`config.mk`:
```
export PLATFORM = sky130hd
export DESIGN_NAME = matrix_keypad_scanner
export DESIGN_NICKNAME = d
export VERILOG_FILES = /design/src/rtl/kp_pkg.sv /design/src/rtl/kp_key_debounce.sv /design/src/rtl/matrix_keypad_scanner.sv
export SDC_FILE = /design/constraint.sdc
export NUM_CORES = 1
export LEC_CHECK = 0
export CELL_PAD_IN_SITES_DETAIL_PLACEMENT = 1
export CELL_PAD_IN_SITES_GLOBAL_PLACEMENT = 1
export CORE_AREA = 2 2 138 140
export CTS_BUF_LIST = sky130_fd_sc_hd__clkbuf_2
export CTS_CLUSTER_DIAMETER = 80
export DETAILED_ROUTE_END_ITERATION = 6
export DIE_AREA = 0 0 140 142
export GPL_TIMING_DRIVEN = 0
export PLACE_DENSITY_LB_ADDON = 0.1
export SYNTH_ARGS = -nofsm -noshare
export SYNTH_HDL_FRONTEND = slang
export SYNTH_SLANG_ARGS = --single-unit
```
`constraint.sdc`:
```
create_clock -name clk -period 3.25 [get_ports clk]
set_clock_uncertainty 0.05 [all_clocks]
set_input_delay 0.65 -clock clk [delete_from_list [all_inputs] [get_ports clk]]
set_output_delay 0.65 -clock clk [all_outputs]
set_load 0.05 [all_outputs]
```
`src/rtl/kp_pkg.sv`:
```
// Shared sizing helpers for the matrix keypad scanner and its per-key debouncers.
package kp_pkg;

  function automatic int unsigned row_cycles(int unsigned clk_freq, int unsigned scan_freq,
                                             int unsigned rows);
    return clk_freq / (scan_freq * rows);
  endfunction

  function automatic int unsigned cnt_width(int unsigned debounce_scans);
    return $clog2(debounce_scans + 1);
  endfunction

  function automatic int unsigned code_width(int unsigned keys);
    return (keys > 1) ? $clog2(keys) : 1;
  endfunction

endpackage

```
`src/rtl/kp_key_debounce.sv`:
```
// One key's frame-count debouncer: counts consecutive frames that disagree with the
// debounced state and toggles it, with a one-cycle press/release pulse, after enough.
module kp_key_debounce
  import kp_pkg::*;
#(
  parameter int unsigned DEBOUNCE_SCANS = 4
) (
  input  logic clk,
  input  logic rst_n,
  input  logic i_frame_end,
  input  logic i_raw,
  output logic o_state,
  output logic o_press,
  output logic o_release
);

  localparam int unsigned CNT_W = cnt_width(DEBOUNCE_SCANS);
  localparam logic [CNT_W-1:0] CNT_LAST = CNT_W'(DEBOUNCE_SCANS - 1);

  logic [CNT_W-1:0] r_cnt;
  logic             r_state;
  logic             r_press;
  logic             r_release;
  logic             w_differ;
  logic             w_flip;

  assign w_differ = i_raw ^ r_state;
  assign w_flip   = i_frame_end & w_differ & (r_cnt == CNT_LAST);

  always_ff @(posedge clk or negedge rst_n) begin
    if (!rst_n) begin
      r_cnt     <= '0;
      r_state   <= 1'b0;
      r_press   <= 1'b0;
      r_release <= 1'b0;
    end else begin
      r_press   <= w_flip & ~r_state;
      r_release <= w_flip & r_state;
      if (i_frame_end) begin
        // A single agreeing frame restarts the count.
        if (!w_differ || w_flip) begin
          r_cnt <= '0;
        end else begin
          r_cnt <= r_cnt + 1'b1;
        end
        if (w_flip) begin
          r_state <= ~r_state;
        end
      end
    end
  end

  assign o_state   = r_state;
  assign o_press   = r_press;
  assign o_release = r_release;

endmodule

```
`src/rtl/matrix_keypad_scanner.sv`:
```
// Row-rotating matrix keypad scanner with per-key debounce and a valid/ready event queue
// of press/release events, served lowest key index first.
module matrix_keypad_scanner
  import kp_pkg::*;
#(
  parameter int unsigned ROWS           = 4,
  parameter int unsigned COLS           = 4,
  parameter int unsigned CLK_FREQ       = 12_000_000,
  parameter int unsigned SCAN_FREQ      = 1000,
  parameter int unsigned DEBOUNCE_SCANS = 4,
  localparam int unsigned KEYS          = ROWS * COLS,
  localparam int unsigned CODE_W        = code_width(KEYS)
) (
  input  logic              clk,
  input  logic              rst_n,
  input  logic [COLS-1:0]   col,
  output logic [ROWS-1:0]   row,
  output logic [KEYS-1:0]   key_state,
  output logic [KEYS-1:0]   key_press,
  output logic [KEYS-1:0]   key_release,
  output logic              evt_valid,
  input  logic              evt_ready,
  output logic [CODE_W-1:0] evt_code,
  output logic              evt_press,
  output logic              evt_ovf,
  input  logic              ovf_clr
);

  localparam int unsigned ROW_CYC = row_cycles(CLK_FREQ, SCAN_FREQ, ROWS);
  localparam int unsigned SLOT_W  = $clog2(ROW_CYC);
  localparam int unsigned ROW_W   = $clog2(ROWS);
  localparam int unsigned RAW_W   = (ROWS - 1) * COLS;
  localparam logic [SLOT_W-1:0] SLOT_LAST = SLOT_W'(ROW_CYC - 1);
  localparam logic [ROW_W-1:0]  ROW_LAST  = ROW_W'(ROWS - 1);
  localparam logic [ROWS-1:0]   ROW_INIT  = {{(ROWS - 1){1'b1}}, 1'b0};

  if (ROW_CYC < 4) begin : g_row_cyc_check
    $error("matrix_keypad_scanner: ROW_CYC must be at least 4");
  end

  // ---------------------------------------------------------------------------
  // Column synchroniser and row scan
  // ---------------------------------------------------------------------------
  logic [COLS-1:0]   r_col_meta;
  logic [COLS-1:0]   r_col_sync;
  logic [SLOT_W-1:0] r_slot_cnt;
  logic [ROW_W-1:0]  r_row_idx;
  logic [ROWS-1:0]   r_row;
  // Rows 0..ROWS-2 only; the last row is taken straight from the synchroniser.
  logic [RAW_W-1:0]  r_raw;
  logic              w_slot_last;
  logic              w_frame_end;
  logic [KEYS-1:0]   w_pressed;

  assign w_slot_last = (r_slot_cnt == SLOT_LAST);
  assign w_frame_end = w_slot_last & (r_row_idx == ROW_LAST);
  assign w_pressed   = ~{r_col_sync, r_raw};

  always_ff @(posedge clk or negedge rst_n) begin
    if (!rst_n) begin
      r_col_meta <= '1;
      r_col_sync <= '1;
      r_slot_cnt <= '0;
      r_row_idx  <= '0;
      r_row      <= ROW_INIT;
      r_raw      <= '1;
    end else begin
      r_col_meta <= col;
      r_col_sync <= r_col_meta;
      if (w_slot_last) begin
        r_slot_cnt <= '0;
        for (int r = 0; r < int'(ROWS) - 1; r++) begin
          if (r_row_idx == ROW_W'(r)) begin
            r_raw[r*COLS +: COLS] <= r_col_sync;
          end
        end
        r_row     <= {r_row[ROWS-2:0], r_row[ROWS-1]};
        r_row_idx <= (r_row_idx == ROW_LAST) ? '0 : r_row_idx + 1'b1;
      end else begin
        r_slot_cnt <= r_slot_cnt + 1'b1;
      end
    end
  end

  assign row = r_row;

  // ---------------------------------------------------------------------------
  // Per-key debouncers
  // ---------------------------------------------------------------------------
  for (genvar k = 0; k < KEYS; k++) begin : g_key
    kp_key_debounce #(
      .DEBOUNCE_SCANS(DEBOUNCE_SCANS)
    ) u_debounce (
      .clk        (clk),
      .rst_n      (rst_n),
      .i_frame_end(w_frame_end),
      .i_raw      (w_pressed[k]),
      .o_state    (key_state[k]),
      .o_press    (key_press[k]),
      .o_release  (key_release[k])
    );
  end

  // ---------------------------------------------------------------------------
  // Event queue and arbiter
  // ---------------------------------------------------------------------------
  logic [KEYS-1:0]   r_pend_press;
  logic [KEYS-1:0]   r_pend_rel;
  logic              r_evt_valid;
  logic [CODE_W-1:0] r_evt_code;
  logic              r_evt_press;
  logic              r_evt_ovf;
  logic              w_ack;
  logic [KEYS-1:0]   w_clr_press;
  logic [KEYS-1:0]   w_clr_rel;
  logic [KEYS-1:0]   w_pend_press_d;
  logic [KEYS-1:0]   w_pend_rel_d;
  logic              w_ovf_hit;
  logic              w_sel_any;
  logic [CODE_W-1:0] w_sel_code;
  logic              w_sel_press;

  assign w_ack = r_evt_valid & evt_ready;

  always_comb begin
    w_clr_press = '0;
    w_clr_rel   = '0;
    if (w_ack) begin
      if (r_evt_press) begin
        w_clr_press[r_evt_code] = 1'b1;
      end else begin
        w_clr_rel[r_evt_code] = 1'b1;
      end
    end
  end

  // A new pulse wins over the clear of the same bit, so the fresh event is kept.
  assign w_pend_press_d = (r_pend_press & ~w_clr_press) | key_press;
  assign w_pend_rel_d   = (r_pend_rel & ~w_clr_rel) | key_release;
  assign w_ovf_hit      = |((key_press & r_pend_press & ~w_clr_press) |
                            (key_release & r_pend_rel & ~w_clr_rel));
  assign w_sel_any      = |(w_pend_press_d | w_pend_rel_d);

  always_comb begin
    w_sel_code  = '0;
    w_sel_press = 1'b0;
    for (int i = int'(KEYS) - 1; i >= 0; i--) begin
      if (w_pend_press_d[i] || w_pend_rel_d[i]) begin
        w_sel_code  = CODE_W'(i);
        w_sel_press = w_pend_press_d[i];
      end
    end
  end

  always_ff @(posedge clk or negedge rst_n) begin
    if (!rst_n) begin
      r_pend_press <= '0;
      r_pend_rel   <= '0;
      r_evt_valid  <= 1'b0;
      r_evt_code   <= '0;
      r_evt_press  <= 1'b0;
      r_evt_ovf    <= 1'b0;
    end else begin
      r_pend_press <= w_pend_press_d;
      r_pend_rel   <= w_pend_rel_d;
      // Presented event is frozen until it is accepted.
      if (!r_evt_valid || w_ack) begin
        r_evt_valid <= w_sel_any;
        r_evt_code  <= w_sel_code;
        r_evt_press <= w_sel_press;
      end
      if (w_ovf_hit) begin
        r_evt_ovf <= 1'b1;
      end else if (ovf_clr) begin
        r_evt_ovf <= 1'b0;
      end
    end
  end

  assign evt_valid = r_evt_valid;
  assign evt_code  = r_evt_code;
  assign evt_press = r_evt_press;
  assign evt_ovf   = r_evt_ovf;

endmodule

```
==> qor.csv, run 1 <==
metric,value,unit
Placer Congestion,0.928,
commonest cells in the netlist,"150 x dfrtp_1, 93 x nand2_1, 72 x nor2_1",
#FFs+latches synth,173,
fmax,316,MHz
GRT met3 Usage,0.0532,
clk sinks,173,
Comb pwr share,0.253,
Synth cell types,60,
CTS tree,built,
Post-synth EDFFs,0,
Switching Share,0.382,
DRC Markers,0,
"top cells by area, synth","dfrtp_1 43%, dfstp_2 7.0%, ha_1 5.4%, buf_4 4.3%, nand2_1 4.0%",
worst slew pin tran,890,ps
dpl hpwl,20300,µm
Area growth syn-to-layout,14.1,%
Clock transition at path regs,300,ps
Max Cap Viol,0,
syn nets,920,
GRT Resource Usage Total,0.283,
GRT busiest layer,met2,
Pwr per Cell Area,469,nW/µm²
post-route antenna net violation count,0,
DR iter-0 viols,508,
Synth top area share,0.435,
layout cells sized above 1,0.163,
M2 GR Usage,0.480,
vias in the first global route,7525,
final worst slack,83.1,ps
fin crit share,0.974,
Via-to-Cell Ratio,5.81,
internal power,2.85,mW
critical path type,register to register,
status,finished clean,
setup violators final,0,
"Max FO, Critical Path",10,
via count,7031,
Clock Latency Late Sink,790,ps
Critical Path Source Type,register,
multi-input logic area,3570,µm²
Mapped Cells,875,
initial antenna violation count,1,
boundary pin count,67,
Starting Density,0.468,
fill count,2091,
largest net degree at the start of global routing,94,
Post-synth top flop,dfrtp_1,
die height,142,µm
maximum vdd drop,265,µV
fin crit period,3170,ps
Seq pwr share,0.506,
core box area,18500,µm²
die area,19900,µm²
met1 usage,0.353,
Worst setup EP type,register,
pre-CTS setup slack,-527,ps
sequential fraction of the synthesis area,0.504,
Root Driver,clkbuf_2,
final WL,27100,µm
htree depth,4,
first-pass GRT wire length,42400,µm
Clock Power Share,0.241,
final core occ,0.534,
Longest Clk Path Bufs,2,
GR Overflow Total,0,
post-synth top area cell,dfrtp_1,
Mapped Area,8640,µm²
final hold viol count,0,
drt pass-1 iters,7,
# rows,50,
number of buffers added on ports,66,
Rel. slew slack,0.401,
Sequential Area,4360,µm²
Worst Hold Class,primary input to register,
syn_area_per_cell,9.87,µm²
WP data arrival,3840,ps
total CTS buffers,17,
top-count cell post-synth,dfrtp_1,
DR WL/cell,22.4,µm
Post CTS Setup Buffer Count,0,
Leakage,4.48,nW
NumNets Final,1007,
Ys Warns,0,
Critical Path RT,3930,ps
die width,140,µm
NetSw,1.77,mW
RSZ-0062 raised after global routing,false,
Async SR Flop Fraction,1.00,
Max Slew Vio Count,0,
registers in the layout, summed over array words and instances (netlist names), 4 cells and up:
name                        flops
evt_code                        4
g_key.u_debounce.o_press       16
g_key.u_debounce.o_release     16
g_key.u_debounce.o_state       16
g_key.u_debounce.r_cnt         48
r_col_meta                      4
r_col_sync                      4
r_pend_press                   16
r_pend_rel                     16
r_raw                          12
r_slot_cnt                     12
row                             4
layout make-up:
cell class,instances,area share
timing repair buffer,68,0.0713
clock inverter,14,0.0124
tap,234,0.0297
inverter,54,0.0206
sequential,173,0.442
buffer,81,0.0518
clock buffer,18,0.00914
multi-input combinational,567,0.363
antenna,1,0.000254
path summary, 6_finish.rpt:
kind	slack, ps	cells after the start	endpoint	startpoint
worst min-delay path	160	1	r_col_meta[1]	col[1]
min in group asynchronous	310	2	r_slot_cnt[5]	rst_n
worst min register to register	320	0	r_col_sync[3]	r_col_meta[3]
worst max register to register	80	8	evt_code[3]	evt_code[1]
worst max-delay path	80	8	evt_code[3]	evt_code[1]
max in group asynchronous	1900	3	r_raw[2]	rst_n
power by group through the flow:
stage	Sequential [mW]	Clock [mW]	Combinational [mW]
6_report	2.34	1.11	1.17
5_1_grt	2.35	1.24	1.25
4_1_cts	2.34	1.14	1.15
3_5_place_dp	2.37	0	1.15
3_3_place_gp	2.36	0	1.14
2_1_floorplan	2.44	0	0.623
critical path, stage by stage, from the launching register on:
cell and delay, ps:
dfrtp_1 430, buf_4 180, buf_2 280, nor4bb_1 520
a41oi_1 310, nor4_1 680, nand3_1 220, nor3_1 280
a22o_1 170
per-stage QoR:
| stage | power, mW | cell area (µm²) | instances | setup TNS (ps) | hold slack [ps] |
|---|---|---|---|---|---|
| 2_1_floorplan | 3.06 | 8640 | 875 | 0 | 295 |
| 3_3_place_gp | 3.50 | 9590 | 1175 | -924650 | 295 |
| 3_5_place_dp | 3.52 | 9620 | 1176 | -2780 | 297 |
| 4_1_cts | 4.63 | 9850 | 1209 | 0 | 111 |
| 5_1_grt | 4.83 | 9860 | 1210 | 0 | 53.7 |
| 6_report | 4.62 | 9860 | 1210 | 0 | 159 |
repair_timing:
action | in CTS | in global routing
gates resized for setup | 0 | 3
hold buffers | 1 | 0
endpoints found under the hold margin | 67 | 0
endpoints found under the setup margin | 0 | 4
cells in the final DEF, fill, tap and decap left out, drive strengths merged, types with 8 or more instances in the layout:
| master | n |
|---|---|
| a21oi | 49 |
| a31oi | 24 |
| and4b | 10 |
| buf | 63 |
| clkbuf | 38 |
| clkdlybuf4s50 | 65 |
| dfrtp | 150 |
| dfstp | 23 |
| ha | 37 |
| inv | 64 |
| mux2 | 16 |
| nand2 | 93 |
| nand3 | 43 |
| nand3b | 19 |
| nand4 | 8 |
| nor2 | 73 |
| nor4 | 11 |
| o21ai | 38 |
| o31ai | 8 |
| o32a | 9 |
| or2 | 22 |
metal layers:
| metal | up-vias | part of all wire |
|---|---|---|
| met5 | - | 0 |
| li1 | 3226 | - |
| met3 | 63 | 0.032 |
| met2 | 145 | 0.50 |
| met1 | 3597 | 0.42 |
| met4 | 0 | 0.043 |
kinds of logic after synthesis:
family	count (synthesis)	synth area share
mux	16	0.0209
buf+inv	135	0.0824
xor+xnor	10	0.0101
compound gates	176	0.133
simple gates	328	0.196
fa+ha+maj	37	0.0536
flops	173	0.504
Power figures use the tool's default switching activity.
==> inputs of run 2 (changes only) <==
--- a/config.mk
+++ b/config.mk
@@ -8,9 +8,9 @@
 export CELL_PAD_IN_SITES_DETAIL_PLACEMENT = 1
 export CELL_PAD_IN_SITES_GLOBAL_PLACEMENT = 1
-export CORE_AREA = 2 2 138 140
+export CORE_AREA = 2 2 142 144
 export CTS_BUF_LIST = sky130_fd_sc_hd__clkbuf_2
 export CTS_CLUSTER_DIAMETER = 80
 export DETAILED_ROUTE_END_ITERATION = 6
-export DIE_AREA = 0 0 140 142
+export DIE_AREA = 0 0 144 146
 export GPL_TIMING_DRIVEN = 0
 export PLACE_DENSITY_LB_ADDON = 0.1
--- a/constraint.sdc
+++ b/constraint.sdc
@@ -3,3 +3,3 @@
 set_input_delay 0.65 -clock clk [delete_from_list [all_inputs] [get_ports clk]]
 set_output_delay 0.65 -clock clk [all_outputs]
-set_load 0.05 [all_outputs]
+set_load 0.005 [all_outputs]
==> run 2 against run 1 <==
Power down 3.2%. Utilization down 2.2 points. Critical path depth down 1. Global-route usage fell by 1.7 points. Sequential power is essentially flat. Maximum frequency up 0.86%. Routed wire length fell by 1.0%. Setup slack better by 27 ps. Clock-buffer cell count down 1. Clock power about the same. Largest cell class unchanged. Largest power group unchanged.
==> qor.csv, run 2 (synthesized netlist as in run 1, its figures left out) <==
metric,value,unit,change
NetSw,1.63,mW,-7.9%
most frequent cells in the layout,"150 x dfrtp_1, 93 x nand2_1, 72 x nor2_1",,
Crit path largest cell delay,800,ps,+120 ps
max FFs per register,48,,unchanged
Root Driver,clkbuf_2,,
Critical Path Source Type,register,,
DRC Markers,0,,unchanged
die height,146,µm,+2.8%
Max Slew Vio Count,0,,unchanged
Critical Path RT,3920,ps,about the same
Starting Density,0.447,,-0.0213
Via-to-Cell Ratio,5.72,,-1.5%
boundary pin count,67,,unchanged
final WL,26800,µm,-1.0%
fmax,318,MHz,+0.86%
status,finished clean,,
maximum vdd drop,216,µV,-19%
Inst Count DP,1207,,+2.6%
Rel. slew slack,0.389,,-0.0125
core box area,19300,µm²,+4.8%
internal power,2.85,mW,-0.27%
crit-path cells,"buf_2, nor4bb_1, a41oi_1, or3_1, o311ai_0, a21oi_1, o21ai_1",,
WP data arrival,3810,ps,-30 ps
vias in the first global route,7491,,-0.45%
Reg2Reg Setup Slack,110,ps,+30 ps
fin crit share,0.966,,-0.00830
Seq pwr share,0.522,,+0.016
setup violators final,0,,unchanged
layout cells sized above 1,0.162,,-0.00103
Max Cap Viol,0,,unchanged
# rows,51,,+2.0%
NumNets Final,1007,,unchanged
dpl hpwl,19800,µm,-2.0%
DR iter-0 viols,495,,-2.6%
Post CTS Setup Buffer Count,0,,unchanged
hold path startpoint,col[1],,
initial antenna violation count,1,,unchanged
fin crit period,3140,ps,-27.0 ps
RSZ-0062 raised after global routing,false,,
CTS tree,built,,
Pwr per Cell Area,451,nW/µm²,-3.7%
"Max FO, Critical Path",10,,unchanged
Worst setup EP type,register,,
Worst Hold Slack,196,ps,+37.2 ps
htree depth,4,,unchanged
final hold viol count,0,,unchanged
Clock transition at path regs,290,ps,about the same
Reg with most FFs,g_key.u_debounce.r_cnt,,
"commonest non-fill, non-tap cell in the layout",dfrtp_1,,
die width,144,µm,+2.9%
Worst R2R Start,evt_code[0],,
Clock Power Share,0.241,,about the same
Area growth syn-to-layout,14.7,%,
pre-CTS setup slack,-421,ps,+105 ps
drt pass-1 iters,5,,-2
Finished Layout Cells,1241,,+2.6%
largest net degree at the start of global routing,110,,+17%
Placer Congestion,0.888,,-4.3%
Leakage,4.47,nW,-0.10%
Comb pwr share,0.237,,-0.016
Worst Hold Class,primary input to register,,
GRT Resource Usage Total,0.266,,-0.0171
WHS Endpoint,r_col_meta[1],,
total CTS buffers,17,,unchanged
first-pass GRT wire length,41900,µm,-1.2%
WP buf/inv,1,,-1
critical path type,register to register,,
post-route antenna net violation count,0,,unchanged
DR WL/cell,21.6,µm,-3.5%
GR Overflow Total,0,,unchanged
slowest cell on the critical path,nor4bb_1,,
die area,21000,µm²,+5.8%
worst slew pin tran,905,ps,+14.7 ps
Switching Share,0.363,,-0.0187
number of buffers added on ports,66,,unchanged
R2R cell count,7,,-1
hold path cells,1,,unchanged
final worst slack,110,ps,+27.0 ps
CP top delay family,simple AND/OR/NAND/NOR gates,,
reg2reg end,evt_code[0],,
Longest Clk Path Bufs,2,,unchanged
clk sinks,173,,unchanged
via count,7104,,+1.0%
Clock Latency Late Sink,770,ps,-20 ps
## run 2: power by group through the flow
stage,clock network (mW),logic (mW),registers (mW)
2_1_floorplan,0,0.623,2.35
3_3_place_gp,0,1.03,2.36
3_5_place_dp,0,1.03,2.37
4_1_cts,1.11,1.04,2.33
5_1_grt,1.20,1.14,2.35
6_report,1.08,1.06,2.34
## run 2: how the worst max path moves through the flow
stage | startpoint | end | slack (ps) | depth (start not counted)
finish | evt_code[0] | evt_code[0] | 110 | 7
global route | evt_code[3] | evt_ovf | 30 | 7
CTS | r_slot_cnt[6] | g_key[9].u_debounce.o_press | 80 | 5
detailed placement | evt_ready | evt_ovf | -420 | 7
global placement | rst_n | g_key[1].u_debounce.r_cnt[0] | -5660 | 1
floorplan | evt_ready | evt_ovf | 770 | 7
## run 2: area by class of cell
type                    instances  area (µm²)
multi-input cells             567        3580
well taps                     265         332
clock buffers                  17        85.1
flip-flops and latches        173        4360
diodes                          1        2.50
inverters                      54         203
plain buffers                  81         510
repair buffers                 68         703
clock inverters                15         134
fillers                      2235        9430
## run 2: per-layer routing
metal / vias to the layer above / global-route usage / routed length, µm / share of wire
met3: 35 / 0.0448 / 1150 / 0.043
met2: 197 / 0.448 / 13300 / 0.50
met4: 0 / 0.0799 / 566 / 0.021
met1: 3647 / 0.350 / 11700 / 0.44
li1: 3225 / - / - / -
met5: - / 0 / 0 / 0
## run 2: stage by stage
stage           util  total power, mW  setup TNS [ps]  cell area, µm²
6_report       0.512             4.47               0            9910
4_1_cts        0.512             4.49               0            9890
3_3_place_gp   0.498             3.39         -926620            9630
3_5_place_dp   0.500             3.40           -1980            9660
2_1_floorplan      -             2.97               0            8640
5_1_grt        0.512             4.69               0            9910
## run 2: worst register-to-register path, delay by kind of cell (launching register included)
family	cells	cell delay, ps
flip-flops	1	470
AO/OA/AOI/OAI	4	1070
AND/OR/NAND/NOR	2	1290
buffers and inverters	1	210
## run 2: repair_timing
action	CTS	global route
resized for setup	0	4
setup endpoints to repair	0	16
hold buffers	1	0
endpoints found under the hold margin	61	0
==> inputs of run 3 (changes only) <==
- CAP_MARGIN: default -> 20
==> run 3 against run 2 <==
Sequential power hardly changed. Die area stayed put. Register-to-register slack worse by 40 ps. Design area hardly changed. Largest power group unchanged. Clock power hardly changed. Critical path depth stayed put. Maximum frequency is 1.2% lower. Utilization hardly changed.
==> qor.csv, run 3 (synthesized netlist as in run 1, its figures left out) <==
metric,value,unit,change
status,finished clean,,
Worst R2R Start,evt_code[0],,
fmax,315,MHz,-1.2%
RSZ-0062 raised after global routing,false,,
worst slew pin tran,969,ps,+64.7 ps
die width,144,µm,unchanged
max FFs per register,48,,unchanged
crit-path cells,"buf_2, nor4bb_1, a41oi_1, or3_1, o311ai_0, a21oi_1, o21ai_1",,
dpl hpwl,19800,µm,unchanged
fill count,2237,,+0.089%
die height,146,µm,unchanged
fin crit period,3180,ps,+37.0 ps
Crit path largest cell delay,850,ps,+50 ps
Setup TNS Final,0,ps,unchanged
die area,21000,µm²,unchanged
Area growth syn-to-layout,14.7,%,about the same
critical path type,register to register,,
total CTS buffers,17,,unchanged
Root Driver,clkbuf_2,,
Worst Hold Class,primary input to register,,
number of buffers added on ports,66,,unchanged
Critical Path Source Type,register,,
vias in the first global route,7491,,unchanged
CTS tree,built,,
setup violators final,0,,unchanged
hold path startpoint,col[1],,
post-route antenna net violation count,0,,unchanged
WP data arrival,3830,ps,+20 ps
final WL,26800,µm,+0.22%
clk sinks,173,,unchanged
boundary pin count,67,,unchanged
Starting Density,0.447,,unchanged
# rows,51,,unchanged
largest net degree at the start of global routing,110,,unchanged
Pwr per Cell Area,452,nW/µm²,about the same
GR Overflow Total,0,,unchanged
Placer Congestion,0.888,,unchanged
Longest Clk Path Bufs,2,,unchanged
reg2reg end,evt_code[0],,
Rel. slew slack,0.345,,-0.0438
Leakage,4.48,nW,+0.12%
WHS Endpoint,r_col_meta[1],,
htree depth,4,,unchanged
core box area,19300,µm²,unchanged
"commonest non-fill, non-tap cell in the layout",dfrtp_1,,
NumNets Final,1008,,+0.099%
Worst Hold Slack,219,ps,+23.2 ps
slowest cell on the critical path,nor4bb_1,,
fin crit share,0.978,,+0.0114
Final Instance Area,9910,µm²,about the same
Clock Latency Late Sink,750,ps,-20 ps
hold path cells,1,,unchanged
Worst setup EP type,register,,
Max Slew Vio Count,0,,unchanged
Reg with most FFs,g_key.u_debounce.r_cnt,,
first-pass GRT wire length,41900,µm,unchanged
most frequent cells in the layout,"150 x dfrtp_1, 93 x nand2_1, 72 x nor2_1",,
maximum vdd drop,216,µV,+0.44%
post-place instance area,9660,µm²,unchanged
initial antenna violation count,1,,unchanged
GRT Resource Usage Total,0.266,,unchanged
Clock transition at path regs,290,ps,about the same
R2R cell count,7,,unchanged
Critical Path RT,3900,ps,-20 ps
DR WL/cell,21.6,µm,+0.14%
drt pass-1 iters,5,,unchanged
"Max FO, Critical Path",10,,unchanged
DR iter-0 viols,425,,-14%
final hold viol count,0,,unchanged
Max Cap Viol,0,,unchanged
DRC Markers,0,,unchanged
Via-to-Cell Ratio,5.76,,+0.58%
layout cells sized above 1,0.162,,-0.000166
Reg2Reg Setup Slack,70,ps,-40 ps
via count,7151,,+0.66%
==> run 3: changes by cell type in the layout (fill, tap and decap cells not counted) <==
| cell | delta |
|---|---|
| buf_2 | +1 |
| nor4_1 | +1 |
| nor4_2 | -1 |
==> run 3: final cells by class <==
cell class	count	area, µm²	share of cell area
repair buffers	69	708	0.0715
multi-input cells	567	3570	0.361
plain buffers	81	510	0.0515
inverters	54	203	0.0205
flip-flops and latches	173	4360	0.440
clock inverters	15	134	0.0135
diodes	1	2.50	0.000253
well taps	265	332	0.0335
clock buffers	17	85.1	0.00859
==> run 3: what timing repair did <==
item / CTS / global route
gates resized for setup: 0 / 3
buffers inserted: 0 / 0
hold buffers: 1 / 0
setup endpoints to repair: 0 / 1
hold endpoints to repair: 61 / 0
==> run 3: per-layer routing <==
layer / up-vias / wire length, µm / part of all wire / track usage
li1: 3227 / - / - / -
met1: 3665 / 11600 / 0.43 / 0.350
met2: 229 / 13400 / 0.50 / 0.448
met3: 30 / 1320 / 0.049 / 0.0448
met4: 0 / 552 / 0.021 / 0.0799
met5: - / 0 / 0 / 0
==> run 3: worst max-delay path: cells and delay by family (launching register included) <==
kind	cells	cell delay [ps]
compound gates	4	1060
flops	1	470
simple gates	2	1330
buf+inv	1	210
==> run 3: through the flow <==
stage / worst slack, ps / cells / total power [mW] / util
CTS: 81.3 / 1240 / 4.49 / 0.512
floorplan: 773 / 875 / 2.97 / -
global route: 31.0 / 1242 / 4.69 / 0.512
finish: 73.1 / 1242 / 4.47 / 0.512
detailed placement: -421 / 1207 / 3.40 / 0.500
global placement: -5660 / 1206 / 3.39 / 0.498
==> run 3: worst max-delay path by stage <==
stage,cells after the start,to,slack (ps),from
after CTS,5,g_key[9].u_debounce.o_press,80,r_slot_cnt[6]
after global routing,7,evt_ovf,30,evt_code[3]
after global placement,1,g_key[1].u_debounce.r_cnt[0],-5660,rst_n
final,7,evt_code[0],70,evt_code[0]
after floorplan,7,evt_ovf,770,evt_ready
after detailed placement,7,evt_ovf,-420,evt_ready
==> run 3: power by group <==
group,total (mW),switching [mW],internal (mW)
Clock,1.08,0.843,0.233
Combinational,1.06,0.707,0.356
Sequential,2.34,0.0773,2.26
